===== src/rtl/cpu_seq_pkg.sv =====
// Shared types and constants for the CPU cycle sequencer.
// State encoding, T-state bit positions and the M-cycle home position live
// here so that the sequencer and any microcode-side helpers agree on them.
package cpu_seq_pkg;

    // Sequencer modes. SEQ_PARK is only reachable when the single-step
    // debug feature is compiled in.
    typedef enum logic [1:0] {
        SEQ_RUN  = 2'd0,
        SEQ_WAIT = 2'd1,
        SEQ_HALT = 2'd2,
        SEQ_PARK = 2'd3
    } seq_state_e;

    // Number of T-states per M-cycle.
    localparam int STEP_W = 4;

    // Bit positions of each T-state inside the one-hot step vector.
    localparam int STEP_T1 = 0;
    localparam int STEP_T2 = 1;
    localparam int STEP_T3 = 2;
    localparam int STEP_T4 = 3;

    // Bit position of the first M-cycle of an instruction.
    localparam int COUNT_M0 = 0;

    // Default width of the one-hot M-cycle vector (legal range 2..8).
    localparam int MAX_MCYCLES_DEFAULT = 8;

endpackage


===== src/rtl/onehot_ring.sv =====
// One-hot ring register.
// Resets and loads to bit 0; when enabled it rotates left by one, so the
// top bit wraps back to bit 0. Load has priority over rotate. WIDTH >= 2.
module onehot_ring #(
    parameter int WIDTH = 4
) (
    input  logic             clk,
    input  logic             rst_n,
    input  logic             en,
    input  logic             load,
    output logic [WIDTH-1:0] ring
);

    // Ring register: home on reset/load, rotate left on enable, else hold.
    always_ff @(posedge clk or negedge rst_n) begin
        // NOTE: sequential state uses non-blocking assignments so every flop
        // samples the pre-edge values of the others.
        if (!rst_n) begin
            ring <= WIDTH'(1);
        end else if (load) begin
            ring <= WIDTH'(1);
        end else if (en) begin
            ring <= {ring[WIDTH-2:0], ring[WIDTH-1]};
        end
    end

endmodule


===== src/rtl/cpu_cycle_sequencer.sv =====
// CPU cycle sequencer.
// Produces the one-hot T-state (o_Cycle_Step) and M-cycle (o_Cycle_Count)
// timing vectors for the microcode blocks, with memory wait stretching,
// HALT entry/exit and a sticky M-cycle overflow flag.
// Optional single-step debug parking is compiled in with the macro
// CPU_CYCLE_SEQ_SINGLE_STEP_EN (adds i_Dbg_Step_Mode, i_Dbg_Step,
// o_Dbg_Parked).
// MAX_MCYCLES must be 2..8; WAIT_STEP selects the T-state (0..3) in which
// i_Wait is honoured.
module cpu_cycle_sequencer
    import cpu_seq_pkg::*;
#(
    parameter int MAX_MCYCLES = MAX_MCYCLES_DEFAULT,
    parameter int WAIT_STEP   = 2
) (
    input  logic                   i_Clk,
    input  logic                   i_Rst_n,
    input  logic                   i_IR_Fetch,
    input  logic                   i_Wait,
    input  logic                   i_Halt_Req,
    input  logic                   i_Wake,
`ifdef CPU_CYCLE_SEQ_SINGLE_STEP_EN
    input  logic                   i_Dbg_Step_Mode,
    input  logic                   i_Dbg_Step,
    output logic                   o_Dbg_Parked,
`endif
    output logic [STEP_W-1:0]      o_Cycle_Step,
    output logic [MAX_MCYCLES-1:0] o_Cycle_Count,
    output logic                   o_Instr_Start,
    output logic                   o_Halted,
    output logic                   o_Seq_Error
);

    seq_state_e             state;
    seq_state_e             state_next;
    logic [STEP_W-1:0]      step;
    logic [MAX_MCYCLES-1:0] count;
    logic                   step_en;
    logic                   count_en;
    logic                   count_load;
    logic                   instr_start;
    logic                   start_next;
    logic                   seq_error;
    logic                   error_next;
    logic                   dbg_mode;
    logic                   dbg_release;

`ifdef CPU_CYCLE_SEQ_SINGLE_STEP_EN
    assign dbg_mode     = i_Dbg_Step_Mode;
    assign dbg_release  = i_Dbg_Step;
    assign o_Dbg_Parked = (state == SEQ_PARK);
`else
    assign dbg_mode    = 1'b0;
    assign dbg_release = 1'b0;
`endif

    // T-state ring: T1 -> T2 -> T3 -> T4 -> T1 whenever the sequencer advances.
    onehot_ring #(
        .WIDTH (STEP_W)
    ) u_step_ring (
        .clk   (i_Clk),
        .rst_n (i_Rst_n),
        .en    (step_en),
        .load  (1'b0),
        .ring  (step)
    );

    // M-cycle ring: rotates at T4 (overflow wraps to M0), reloads M0 on fetch.
    onehot_ring #(
        .WIDTH (MAX_MCYCLES)
    ) u_count_ring (
        .clk   (i_Clk),
        .rst_n (i_Rst_n),
        .en    (count_en),
        .load  (count_load),
        .ring  (count)
    );

    // Next-state logic: wait stretching, instruction boundary, HALT and park.
    always_comb begin
        // NOTE: every signal assigned here gets a default first, so no path
        // through the case can leave one unassigned and infer a latch.
        state_next = state;
        step_en    = 1'b0;
        count_en   = 1'b0;
        count_load = 1'b0;
        start_next = 1'b0;
        error_next = seq_error;

        case (state)
            SEQ_RUN, SEQ_WAIT: begin
                if (step[WAIT_STEP] && i_Wait) begin
                    // Bus not ready in the sampling T-state: hold step and count.
                    state_next = SEQ_WAIT;
                end else begin
                    state_next = SEQ_RUN;
                    step_en    = 1'b1;
                    if (step[STEP_T4]) begin
                        if (i_IR_Fetch) begin
                            // Instruction boundary: restart at M0.
                            count_load = 1'b1;
                            if (i_Halt_Req && !i_Wake) begin
                                state_next = SEQ_HALT;
                            end else if (dbg_mode) begin
                                state_next = SEQ_PARK;
                            end else begin
                                start_next = 1'b1;
                            end
                        end else begin
                            count_en = 1'b1;
                            if (count[MAX_MCYCLES-1]) begin
                                // Ran past the last M-cycle: wrap and flag it.
                                error_next = 1'b1;
                                if (dbg_mode) begin
                                    state_next = SEQ_PARK;
                                end else begin
                                    start_next = 1'b1;
                                end
                            end
                        end
                    end
                end
            end

            SEQ_HALT: begin
                // Frozen at T1/M0; an enabled interrupt restarts fetch.
                if (i_Wake) begin
                    state_next = SEQ_RUN;
                    start_next = 1'b1;
                end
            end

            SEQ_PARK: begin
                // Frozen at T1/M0; only a debug step pulse releases one instruction.
                if (dbg_release) begin
                    state_next = SEQ_RUN;
                    start_next = 1'b1;
                end
            end

            default: begin
                state_next = SEQ_RUN;
            end
        endcase
    end

    // Mode register, instruction-start pulse and sticky overflow flag.
    always_ff @(posedge i_Clk or negedge i_Rst_n) begin
        if (!i_Rst_n) begin
            state       <= SEQ_RUN;
            instr_start <= 1'b0;
            seq_error   <= 1'b0;
        end else begin
            state       <= state_next;
            instr_start <= start_next;
            seq_error   <= error_next;
        end
    end

    assign o_Cycle_Step  = step;
    assign o_Cycle_Count = count;
    assign o_Instr_Start = instr_start;
    assign o_Halted      = (state == SEQ_HALT);
    assign o_Seq_Error   = seq_error;

endmodule

===== config.mk =====
export PLATFORM = sky130hd
export DESIGN_NAME = cpu_cycle_sequencer
export DESIGN_NICKNAME = d
export VERILOG_FILES = /design/src/rtl/cpu_seq_pkg.sv /design/src/rtl/onehot_ring.sv /design/src/rtl/cpu_cycle_sequencer.sv
export SDC_FILE = /design/constraint.sdc
export NUM_CORES = 1
export LEC_CHECK = 0
export ABC_CLOCK_PERIOD_IN_PS = 2500
export CAP_MARGIN = 20
export CORE_MARGIN = 2
export CORE_UTILIZATION = 40
export CTS_CLUSTER_SIZE = 8
export DETAILED_ROUTE_END_ITERATION = 8
export GPL_ROUTABILITY_DRIVEN = 0
export PLACE_DENSITY = 0.69
export SKIP_LAST_GASP = 1
export SLEW_MARGIN = 20
export SYNTH_ARGS = -nofsm -noshare
export SYNTH_HDL_FRONTEND = slang
export SYNTH_HIERARCHICAL = 1
export SYNTH_SLANG_ARGS = --single-unit

===== constraint.sdc =====
create_clock -name i_Clk -period 2.5 [get_ports i_Clk]
set_input_delay 0.625 -clock i_Clk [delete_from_list [all_inputs] [get_ports i_Clk]]
set_output_delay 0.625 -clock i_Clk [all_outputs]
set_load 0.05 [all_outputs]

Word-level counts from Yosys, hierarchy flattened
Index checks and enable logic that the tools add are counted.

cells by class
  equal/unequal tests = 4
  muxes and demuxes = 25
  bitwise logic cells = 3
  reductions and logical operators = 8

operators with widths
  operator              count
  $mux W1               16
  $mux W8               2
  $mux W2               5
  $reduce_and A5 Y1     1
  $eq A2 B2 Y1 const B  2
  $pmux W2 S2           1
  $not A1 Y1            3
  $pmux W1 S3           1
  $eq A2 B1 Y1 const B  1
  $logic_and A1 B1 Y1   2
  $logic_not A2 Y1      1
  $ne A2 B2 Y1 const B  1
  $reduce_and A2 Y1     1
  $reduce_bool A2 Y1    1
  $reduce_or A2 Y1      1
  $logic_not A1 Y1      1

word-level totals
  bits in registers = 16
  bits of input ports = 6
  output and inout bits = 15
  word-level logic and storage cells = 45

Logic depth before layout (Yosys ltp)
Gate-level depths: netlist (run 1).

  depth in word-level cells = 7
  mapped depth = 6
  gate-level depth less buffers = 5

By module
The synthesis (run 1) kept the hierarchy.

by module, submodules not included
  module                       instances  cells an instance  area each (sq um)  seq. area each (sq um)
  onehot_ring at u_count_ring  1          26                 330.3              201.4
  cpu_cycle_sequencer          1          22                 216.5              100.1
  onehot_ring at u_step_ring   1          13                 165.2              101.3

Worst setup path after synthesis (run 1)
OpenSTA, ideal clock, no wires.

  kind = register to register
  start point = reg u_step_ring.ring[2]
  end point = reg u_count_ring.ring[0]
  library setup time = 0.082 ns
  arrival = 1.516 ns
  setup slack = 0.902 ns
  cell stages (with the launch flop) = 7
  buffers on the path = 1
  clock period less this slack = 1.598 ns
  path through = dfrtp_1 > a21oi_4 > nand2_1 > nor2_1 > buf_6 > nor2b_2 > a211o_1

on the way
  cells in the longest elaborated chain, start to end = 4
  elaborated cells between the ends (all ways) = 7
  those cells by class = mux: 5; reduce/logical: 2

RTL lines
  element                       RTL line                   text
  start: declaration            onehot_ring.sv:11          output logic [WIDTH-1:0] ring
  start signal: assignment      onehot_ring.sv:23          ring <= {ring[WIDTH-2:0], ring[WIDTH-1]};
  $logic_and A1 B1 Y1           cpu_cycle_sequencer.sv:92  if (step[WAIT_STEP] && i_Wait) begin
  $mux W1                       cpu_cycle_sequencer.sv:92
  $mux W1                       cpu_cycle_sequencer.sv:90  case (state)
  net count_en                  cpu_cycle_sequencer.sv:39  logic count_en;
  $reduce_bool A2 Y1 (no line)  n/a
  end signal: assignment        onehot_ring.sv:23
  end: declaration              onehot_ring.sv:11

The timed path passes the listed nets, and every way through them passes these cells.
A chain may end at the register's enable or synchronous reset.

Worst setup path after layout (run 1)
  start point = reg state[1]
  end point = out o_Halted

on the way
  cells in the longest elaborated chain, start to end = 1

RTL lines
  element                   RTL line                    text
  start: declaration        cpu_cycle_sequencer.sv:34   seq_state_e state;
  start signal: assignment  cpu_cycle_sequencer.sv:154  state <= state_next;
  $eq A2 B2 Y1              cpu_cycle_sequencer.sv:163  assign o_Halted = (state == SEQ_HALT);
  end: declaration          cpu_cycle_sequencer.sv:30   output logic o_Halted,

No other way between the ends.

==> results.yml, run 1 <==
routing:
  vias_per_cell: 4.586
  routed-via-count: 509
  wl_met2_um: 543
  wl_per_cell_um: 11.03
  drtIter0Drc: 3
  ant_nets: 0
  top_layer_used: "met4"
  dr_wl_met3_um: 62
  wl_mm: 1.224
  drc: 0
  drt_pass1_iterations: 2
  wl_met1_um: 604
global_routing:
  grt_pass1_vias: 484
  grt_pass1_wl_mm: 2.056
  track_usage_pct: 14.36
  grt_overflow: 0
  grt_max_degree: 17
  grt_antenna_before_repair: 0
worst_hold_path:
  hp-class: "reg2reg"
  hold_end: "o_Seq_Error$_DFFE_PN0P_"
  min-delay-start: "o_Seq_Error$_DFFE_PN0P_"
  min_path_cells: 1
sta:
  fmax_ghz: 0.4322
  finalClockSkew_ns: 0.005838
  setup_viol: 0
  finalCritPeriodShare_pct: 92.55
  rsz0062_at_grt: "false"
  tightestPinTransition_ns: 0.7190
  slew_violations: 0
  finalSetupTns_ns: 0
  post-route-min-period_ns: 2.314
  report.final.hold_viol_count: 0
  maxSlewHeadroom_pct: 51.92
place:
  dp_hpwl_um: 891.9
  placed_area_um2: 942.2
  port_buffers: 20
clock_tree:
  h-tree-depth: 1
  cts.root.buffer_cell: "clkbuf_4"
  clock_latency_ns: 0.28
  cts_tree: "done"
  clockBufferDepth: 2
  cts_setup_buffers: 0
  ctsResizeCount: 0
  numClockSinks: 16
  ctsHoldBuffers: 0
  cts_made_buffers: 3
  path_clk_slew_ns: 0.09
floorplanning:
  rows: 15
  die_w_um: 46.19
  num_io_pins: 21
  coreArea_um2: 1708
  initial_core_util_pct: 41.68
  die_height_um: 46.19
  die_area_um2: 2134
final_layout:
  seq_area_um2: 402.9
  diodes: 0
  nets: 93
  utilization_pct: 57.29
  areaGrowthSynthToFinish_pct: 37.43
  multi_input_area_um2: 300.3
  finalInstanceArea_um2: 978.4
  nFillCells: 151
  final_layout_size_suffix_gt1_share_pct: 12.79
pwr:
  leakage_nw: 0.4683
  intPower_mw: 0.4362
  p_sw_share_pct: 31.53
  p_seq_share_pct: 47.5
  power_density_nw_per_um2: 651.0
  ir_worst_vdd_mv: 0.3144
  switchingPower_mw: 0.2008
  power_frac_comb_pct: 26.4
  power_frac_clock_pct: 26.1
setup_path:
  path_class: "reg2out"
  cpPeakStageDelay_ns: 0.81
  cp.arrival_ns: 1.69
  crit_path_cell_trace: "and2b_1, clkdlybuf4s50_1"
  worst-path-max-fanout: 3
  path_buf_inv: 1
  worst_setup_path_start_kind: "flop"
  cp.required_ns: 1.88
  cp_top_family: "buffers and inverters"
  cp_slowest_cell: "clkdlybuf4s50_1"
  endpoint_kind: "output port"
  r2r-end: "u_count_ring/ring[6]$_DFFE_PN0P_"
  reg2reg_depth: 6
  r2r_start: "u_step_ring/ring[2]$_DFFE_PN0P_"
  r2r_slack_ns: 0.94
synth:
  synth_seq_cells: 16
  ys_types: 23
  yosysSeqAreaShare_pct: 56.59
  yosys_warnings: 6
  syn_avg_cell_area_um2: 11.67
  syn_inst: 61
  netlist_area_um2: 711.9
outcome:
  status: "finished, final reports clean"
run:
  max_cap_viol_count: 0
==> final cells by class <==
| class | count | area share [%] |
|---|---|---|
| Clock buffer | 4 | 3.708 |
| Multi-Input combinational cell | 45 | 30.69 |
| Sequential cell | 16 | 41.18 |
| Tap cell | 25 | 3.197 |
| Timing Repair Buffer | 21 | 21.23 |
==> cell usage in the layout, fill, tap and decap left out, drive strengths merged, types with 4 or more instances in the layout <==
cell,netlist,routed
clkbuf,2,4
nor2b,4,4
dfrtp,14,14
mux2i,10,10
clkdlybuf4s50,0,20
nor2,12,12
conb,1,4
==> registers in the layout, indices dropped and copies added (netlist names) <==
name / flops
o_Seq_Error: 1
u_count_ring/ring: 8
o_Instr_Start: 1
u_step_ring/ring: 4
state: 2
==> worst max-delay path by stage <==
stage,start,to,cells past startpoint
floorplan,u_step_ring/ring[2]$_DFFE_PN0P_,u_count_ring/ring[0]$_DFFE_PN1P_,6
global placement,i_Wait,u_count_ring/ring[6]$_DFFE_PN0P_,7
detailed placement,i_Wait,u_count_ring/ring[5]$_DFFE_PN0P_,7
CTS,state[1]$_DFFE_PN0P_,o_Halted,2
global route,state[0]$_DFFE_PN0P_,o_Halted,2
finish,state[1]$_DFFE_PN0P_,o_Halted,2
==> power groups by stage <==
stage / logic, mW / registers [mW] / clock network, mW
4_1_cts: 0.169 / 0.303 / 0.174
3_3_place_gp: 0.169 / 0.307 / 0
3_5_place_dp: 0.170 / 0.308 / 0
2_1_floorplan: 0.0378 / 0.378 / 0
5_1_grt: 0.178 / 0.307 / 0.190
6_report: 0.168 / 0.303 / 0.166
==> metal layers <==
metal / vias to the layer above / track usage (%)
met5: - / 0
met4: 0 / 10.29
met3: 2 / 5.098
met2: 15 / 19.72
met1: 239 / 18.38
li1: 253 / -
==> cell usage after synthesis (all sizes together) <==
library cell / instances / area, µm²
dfrtp: 14 / 350.3
nor2: 12 / 45.04
mux2i: 10 / 100.1
nor2b: 4 / 30.03
a211o: 2 / 17.52
a21oi: 2 / 21.27
clkbuf: 2 / 8.750
dfstp: 2 / 52.55
nand2: 2 / 7.510
a21o: 1 / 7.510
a31o: 1 / 8.760
and2b: 1 / 7.510
and3: 1 / 6.260
buf: 1 / 11.26
conb: 1 / 3.750
nand2b: 1 / 6.260
nand3: 1 / 5.000
nand4: 1 / 6.260
nand4b: 1 / 8.760
o211ai: 1 / 7.510
==> kinds of logic after synthesis <==
| logic type | share of synthesized area (%) |
|---|---|
| mux | 14.06 |
| compound gates | 8.789 |
| buf+inv | 2.811 |
| flops | 56.59 |
| simple gates | 17.22 |
| other cells | 0.5267 |
==> metrics by stage <==
step | power (mW) | worst slack, ns | std cells | hold slack (ns)
finish | 0.6370 | 0.1862 | 111 | 0.4794
global route | 0.6748 | 0.08496 | 111 | 0.5221
CTS | 0.6469 | 0.1598 | 111 | 0.4889
detailed placement | 0.4772 | 0.3068 | 107 | 0.4683
global placement | 0.4764 | 0.3338 | 107 | 0.4704
floorplan | 0.4155 | 0.9019 | 64 | 0.3294
Power figures use the tool's default switching activity.
==> inputs of run 2 (changes only) <==
- CORE_UTILIZATION: 40 -> 48
- CTS_CLUSTER_DIAMETER: not set -> 30
- PLACE_DENSITY: 0.69 -> 0.81
- REMOVE_ABC_BUFFERS: not set -> 1
==> results.yml, run 2 (synthesis gave the netlist of run 1 again) <==
pwr:
  power_density_nw_per_um2: 668.9
  ir_worst_vdd_mv: 0.5507
  leakage_nw: 0.4683
final_layout:
  utilization_pct: 71.55
  areaGrowthSynthToFinish_pct: 35.68
  largest_reg_flops: 8
  nFillCells: 99
  layout_commonest_cell: "clkdlybuf4s50_1"
  mostFrequentLayoutCells: "clkdlybuf4s50_1, dfrtp_1, nor2_1"
  largestRegisters: "u_count_ring/ring x8, u_step_ring/ring x4, state x2"
  diodes: 0
  final_layout_size_suffix_gt1_share_pct: 12.79
  nets: 93
  top_register: "u_count_ring/ring"
setup_path:
  path_buf_inv: 1
  cp.required_ns: 1.88
  crit_path_cell_trace: "and2b_1, clkdlybuf4s50_1"
  reg2reg_depth: 6
  worst-path-max-fanout: 3
  r2r-end: "u_count_ring/ring[2]$_DFFE_PN0P_"
  cpPeakStageDelay_ns: 0.81
  cp.arrival_ns: 1.70
  endpoint_kind: "output port"
  r2r_slack_ns: 0.92
  worst_setup_path_start_kind: "flop"
  r2r_start: "u_step_ring/ring[2]$_DFFE_PN0P_"
  path_class: "reg2out"
  cp_top_family: "buffers and inverters"
  cp_slowest_cell: "clkdlybuf4s50_1"
sta:
  finalSetupTns_ns: 0
  rsz0062_at_grt: "false"
  post-route-min-period_ns: 2.329
  maxSlewHeadroom_pct: 52.61
  setup_viol: 0
  finalCritPeriodShare_pct: 93.17
  tightestPinTransition_ns: 0.7087
  slew_violations: 0
  fmax_ghz: 0.4293
  report.final.hold_viol_count: 0
  finalClockSkew_ns: 0.001410
place:
  dp_hpwl_um: 985.7
  port_buffers: 20
clock_tree:
  h-tree-depth: 1
  numClockSinks: 16
  path_clk_slew_ns: 0.09
  cts_made_buffers: 3
  cts.root.buffer_cell: "clkbuf_4"
  clockBufferDepth: 2
  ctsResizeCount: 0
  ctsHoldBuffers: 0
  cts_setup_buffers: 0
  cts_tree: "done"
  clock_latency_ns: 0.29
routing:
  wl_per_cell_um: 13.80
  drt_pass1_iterations: 4
  ant_nets: 0
  drc: 0
  drtIter0Drc: 12
  routed-via-count: 521
  vias_per_cell: 5.158
  wl_mm: 1.394
global_routing:
  track_usage_pct: 17.66
  grt_overflow: 0
  grt_antenna_before_repair: 0
  use_met1_pct: 22.87
  grt_pass1_wl_mm: 2.270
  gr-usage-met3_pct: 5.603
  grt_pass1_vias: 497
  grt_most_used_layer: "met2"
  grt_max_degree: 17
  use_met2_pct: 24.31
floorplanning:
  die_area_um2: 1807
  initial_core_util_pct: 52.73
  die_height_um: 42.51
  rows: 13
  num_io_pins: 21
  die_w_um: 42.51
  coreArea_um2: 1350
run:
  max_cap_viol_count: 0
worst_hold_path:
  min-delay-start: "o_Seq_Error$_DFFE_PN0P_"
  hold_end: "o_Seq_Error$_DFFE_PN0P_"
  hp-class: "reg2reg"
  min_path_cells: 1
outcome:
  status: "finished, final reports clean"
## run 2: cell counts in the layout (fill, tap and decap cells not counted)
No cell type changed its count.
## run 2: worst max-delay path by stage
stage	to	startpoint	slack [ns]	cells after the start
finish	o_Halted	state[1]$_DFFE_PN0P_	0.17	2
global placement	u_count_ring/ring[0]$_DFFE_PN1P_	i_Wait	0.33	7
CTS	o_Halted	state[1]$_DFFE_PN0P_	0.14	2
floorplan	u_count_ring/ring[0]$_DFFE_PN1P_	u_step_ring/ring[2]$_DFFE_PN0P_	0.46	5
global route	o_Halted	state[1]$_DFFE_PN0P_	0.11	2
detailed placement	u_count_ring/ring[0]$_DFFE_PN1P_	i_Wait	0.31	7
## run 2: layer usage
layer	vias to the layer above	share of wire, %
met1	247	46
met4	0	2.9
met3	4	6.3
met2	17	45
met5	-	0
li1	253	-
## run 2: area by class of cell
cell class | count | area [µm²] | share of cell area, %
Clock buffer | 4 | 36.28 | 3.756
Multi-Input combinational cell | 45 | 300.3 | 31.09
Sequential cell | 16 | 402.9 | 41.71
Tap cell | 15 | 18.77 | 1.943
Timing Repair Buffer | 21 | 207.7 | 21.50
## run 2: metrics by stage
step                      cells  hold WS (ns)  setup WS (ns)  cell area, µm²  power (mW)
after floorplan              61        0.3294         0.4634           703.2      0.4139
after global placement       97        0.4565         0.3317           929.6      0.4767
after detailed placement     97        0.4657         0.3146           929.6      0.4813
after CTS                   101        0.4884         0.1419           965.9      0.6546
after global routing        101        0.5119         0.1131           965.9      0.6753
final                       101        0.4777         0.1709           965.9      0.6461
## run 2: power breakdown
group          total [mW]  leakage, nW  internal, mW  switching (mW)
registers           0.305        0.213         0.285          0.0199
logic               0.171        0.234        0.0628           0.108
clock network       0.170       0.0210        0.0887          0.0814
==> inputs of run 3 (changes only) <==
- PLACE_DENSITY: 0.81 -> 0.82
==> results.yml, run 3 (synthesis gave the netlist of run 1 again) <==
outcome:
  status: "finished, final reports clean"
setup_path:
  cp_top_family: "buffers and inverters"
  cp_slowest_cell: "clkdlybuf4s50_1"
  cpPeakStageDelay_ns: 0.80
  worst_setup_path_start_kind: "flop"
  path_class: "reg2out"
  cp.arrival_ns: 1.68
  crit_path_cell_trace: "and2b_1, clkdlybuf4s50_1"
  endpoint_kind: "output port"
  worst-path-max-fanout: 3
  cp.required_ns: 1.88
  path_buf_inv: 1
clock_tree:
  clock_latency_ns: 0.27
  cts_made_buffers: 3
  clockBufferDepth: 2
  path_clk_slew_ns: 0.09
  cts_setup_buffers: 0
  h-tree-depth: 1
  ctsHoldBuffers: 0
  cts.root.buffer_cell: "clkbuf_4"
  ctsResizeCount: 0
  cts_tree: "done"
  numClockSinks: 16
global_routing:
  grt_pass1_vias: 452
  grt_pass1_wl_mm: 2.035
  track_usage_pct: 15.17
  grt_max_degree: 17
  grt_overflow: 0
  grt_antenna_before_repair: 0
place:
  dp_hpwl_um: 913.4
  pre_cts_slack_ns: 0.3026
  port_buffers: 20
  place_inst: 97
worst_hold_path:
  hp-class: "reg2reg"
sta:
  fin_ws_ns: 0.1921
  setup_viol: 0
  tightestPinTransition_ns: 0.7007
  post-route-min-period_ns: 2.308
  finalSetupTns_ns: 0
  finalClockSkew_ns: 0.001462
  slew_violations: 0
  fmax_ghz: 0.4333
  report.final.hold_viol_count: 0
  finalCritPeriodShare_pct: 92.31
  rsz0062_at_grt: "false"
  maxSlewHeadroom_pct: 53.14
final_layout:
  largestRegisters: "u_count_ring/ring x8, u_step_ring/ring x4, state x2"
  nFillCells: 109
  utilization_pct: 70.53
  stdcell_count: 100
  diodes: 0
  layout_commonest_cell: "clkdlybuf4s50_1"
  mostFrequentLayoutCells: "clkdlybuf4s50_1, dfrtp_1, nor2_1"
  nets: 93
  largest_reg_flops: 8
  final_layout_size_suffix_gt1_share_pct: 11.76
  areaGrowthSynthToFinish_pct: 33.74
  top_register: "u_count_ring/ring"
floorplanning:
  initial_core_util_pct: 52.73
  coreArea_um2: 1350
  rows: 13
  num_io_pins: 21
  die_w_um: 42.51
  die_area_um2: 1807
  die_height_um: 42.51
routing:
  wl_mm: 1.256
  vias_per_cell: 5.110
  routed-via-count: 511
  wl_per_cell_um: 12.56
  drc: 0
  drt_pass1_iterations: 4
  drtIter0Drc: 2
  ant_nets: 0
pwr:
  p_sw_share_pct: 33.10
  intPower_mw: 0.4035
  ir_worst_vdd_mv: 0.3697
  power_frac_comb_pct: 28.1
  power_frac_clock_pct: 21.5
  power_density_nw_per_um2: 633.4
  p_seq_share_pct: 50.4
  switchingPower_mw: 0.1996
  leakage_nw: 0.4611
run:
  max_cap_viol_count: 0
## run 3: cell count changes in the layout (fill, tap and decap cells not counted)
cell / delta
clkbuf_8: -1
## run 3: per-layer routing
layer / up-vias / GRT usage, % / share of wire [%]
li1: 254 / - / -
met1: 242 / 21.25 / 47
met2: 15 / 21.23 / 48
met3: 0 / 4.310 / 4.4
met4: 0 / 7.500 / 0
met5: - / 0 / 0
## run 3: worst paths after layout
path / slack [ns] / to / cells past startpoint / startpoint
worst max-delay path: 0.19 / o_Halted / 2 / state[1]$_DFFE_PN0P_
min in group asynchronous: 0.76 / u_count_ring/ring[2]$_DFFE_PN0P_ / 1 / i_Rst_n
max in group asynchronous: 1.29 / u_count_ring/ring[5]$_DFFE_PN0P_ / 1 / i_Rst_n
worst max register to register: 0.93 / u_count_ring/ring[0]$_DFFE_PN1P_ / 6 / u_step_ring/ring[2]$_DFFE_PN0P_
worst min register to register: 0.48 / o_Seq_Error$_DFFE_PN0P_ / 1 / o_Seq_Error$_DFFE_PN0P_
worst min-delay path: 0.48 / o_Seq_Error$_DFFE_PN0P_ / 1 / o_Seq_Error$_DFFE_PN0P_
## run 3: layout make-up
class	count	area [µm²]	area share (%)
timing repair buffer	21	207.7	21.81
tap	15	18.77	1.971
clock buffer	3	22.52	2.365
multi-input combinational	45	300.3	31.54
sequential	16	402.9	42.31
## run 3: power groups by stage
stage / clock network, mW / logic (mW) / registers, mW
finish: 0.130 / 0.170 / 0.304
global route: 0.145 / 0.178 / 0.307
CTS: 0.135 / 0.170 / 0.303
detailed placement: 0 / 0.170 / 0.308
global placement: 0 / 0.169 / 0.307
floorplan: 0 / 0.0363 / 0.378
## run 3: stage by stage
stage	area, µm²	total power [mW]	hold WS [ns]
3_5_place_dp	929.6	0.4781	0.4626
5_1_grt	952.2	0.6293	0.5057
4_1_cts	952.2	0.6085	0.4821
6_report	952.2	0.6031	0.4779
2_1_floorplan	703.2	0.4139	0.3294
3_3_place_gp	929.6	0.4761	0.4609
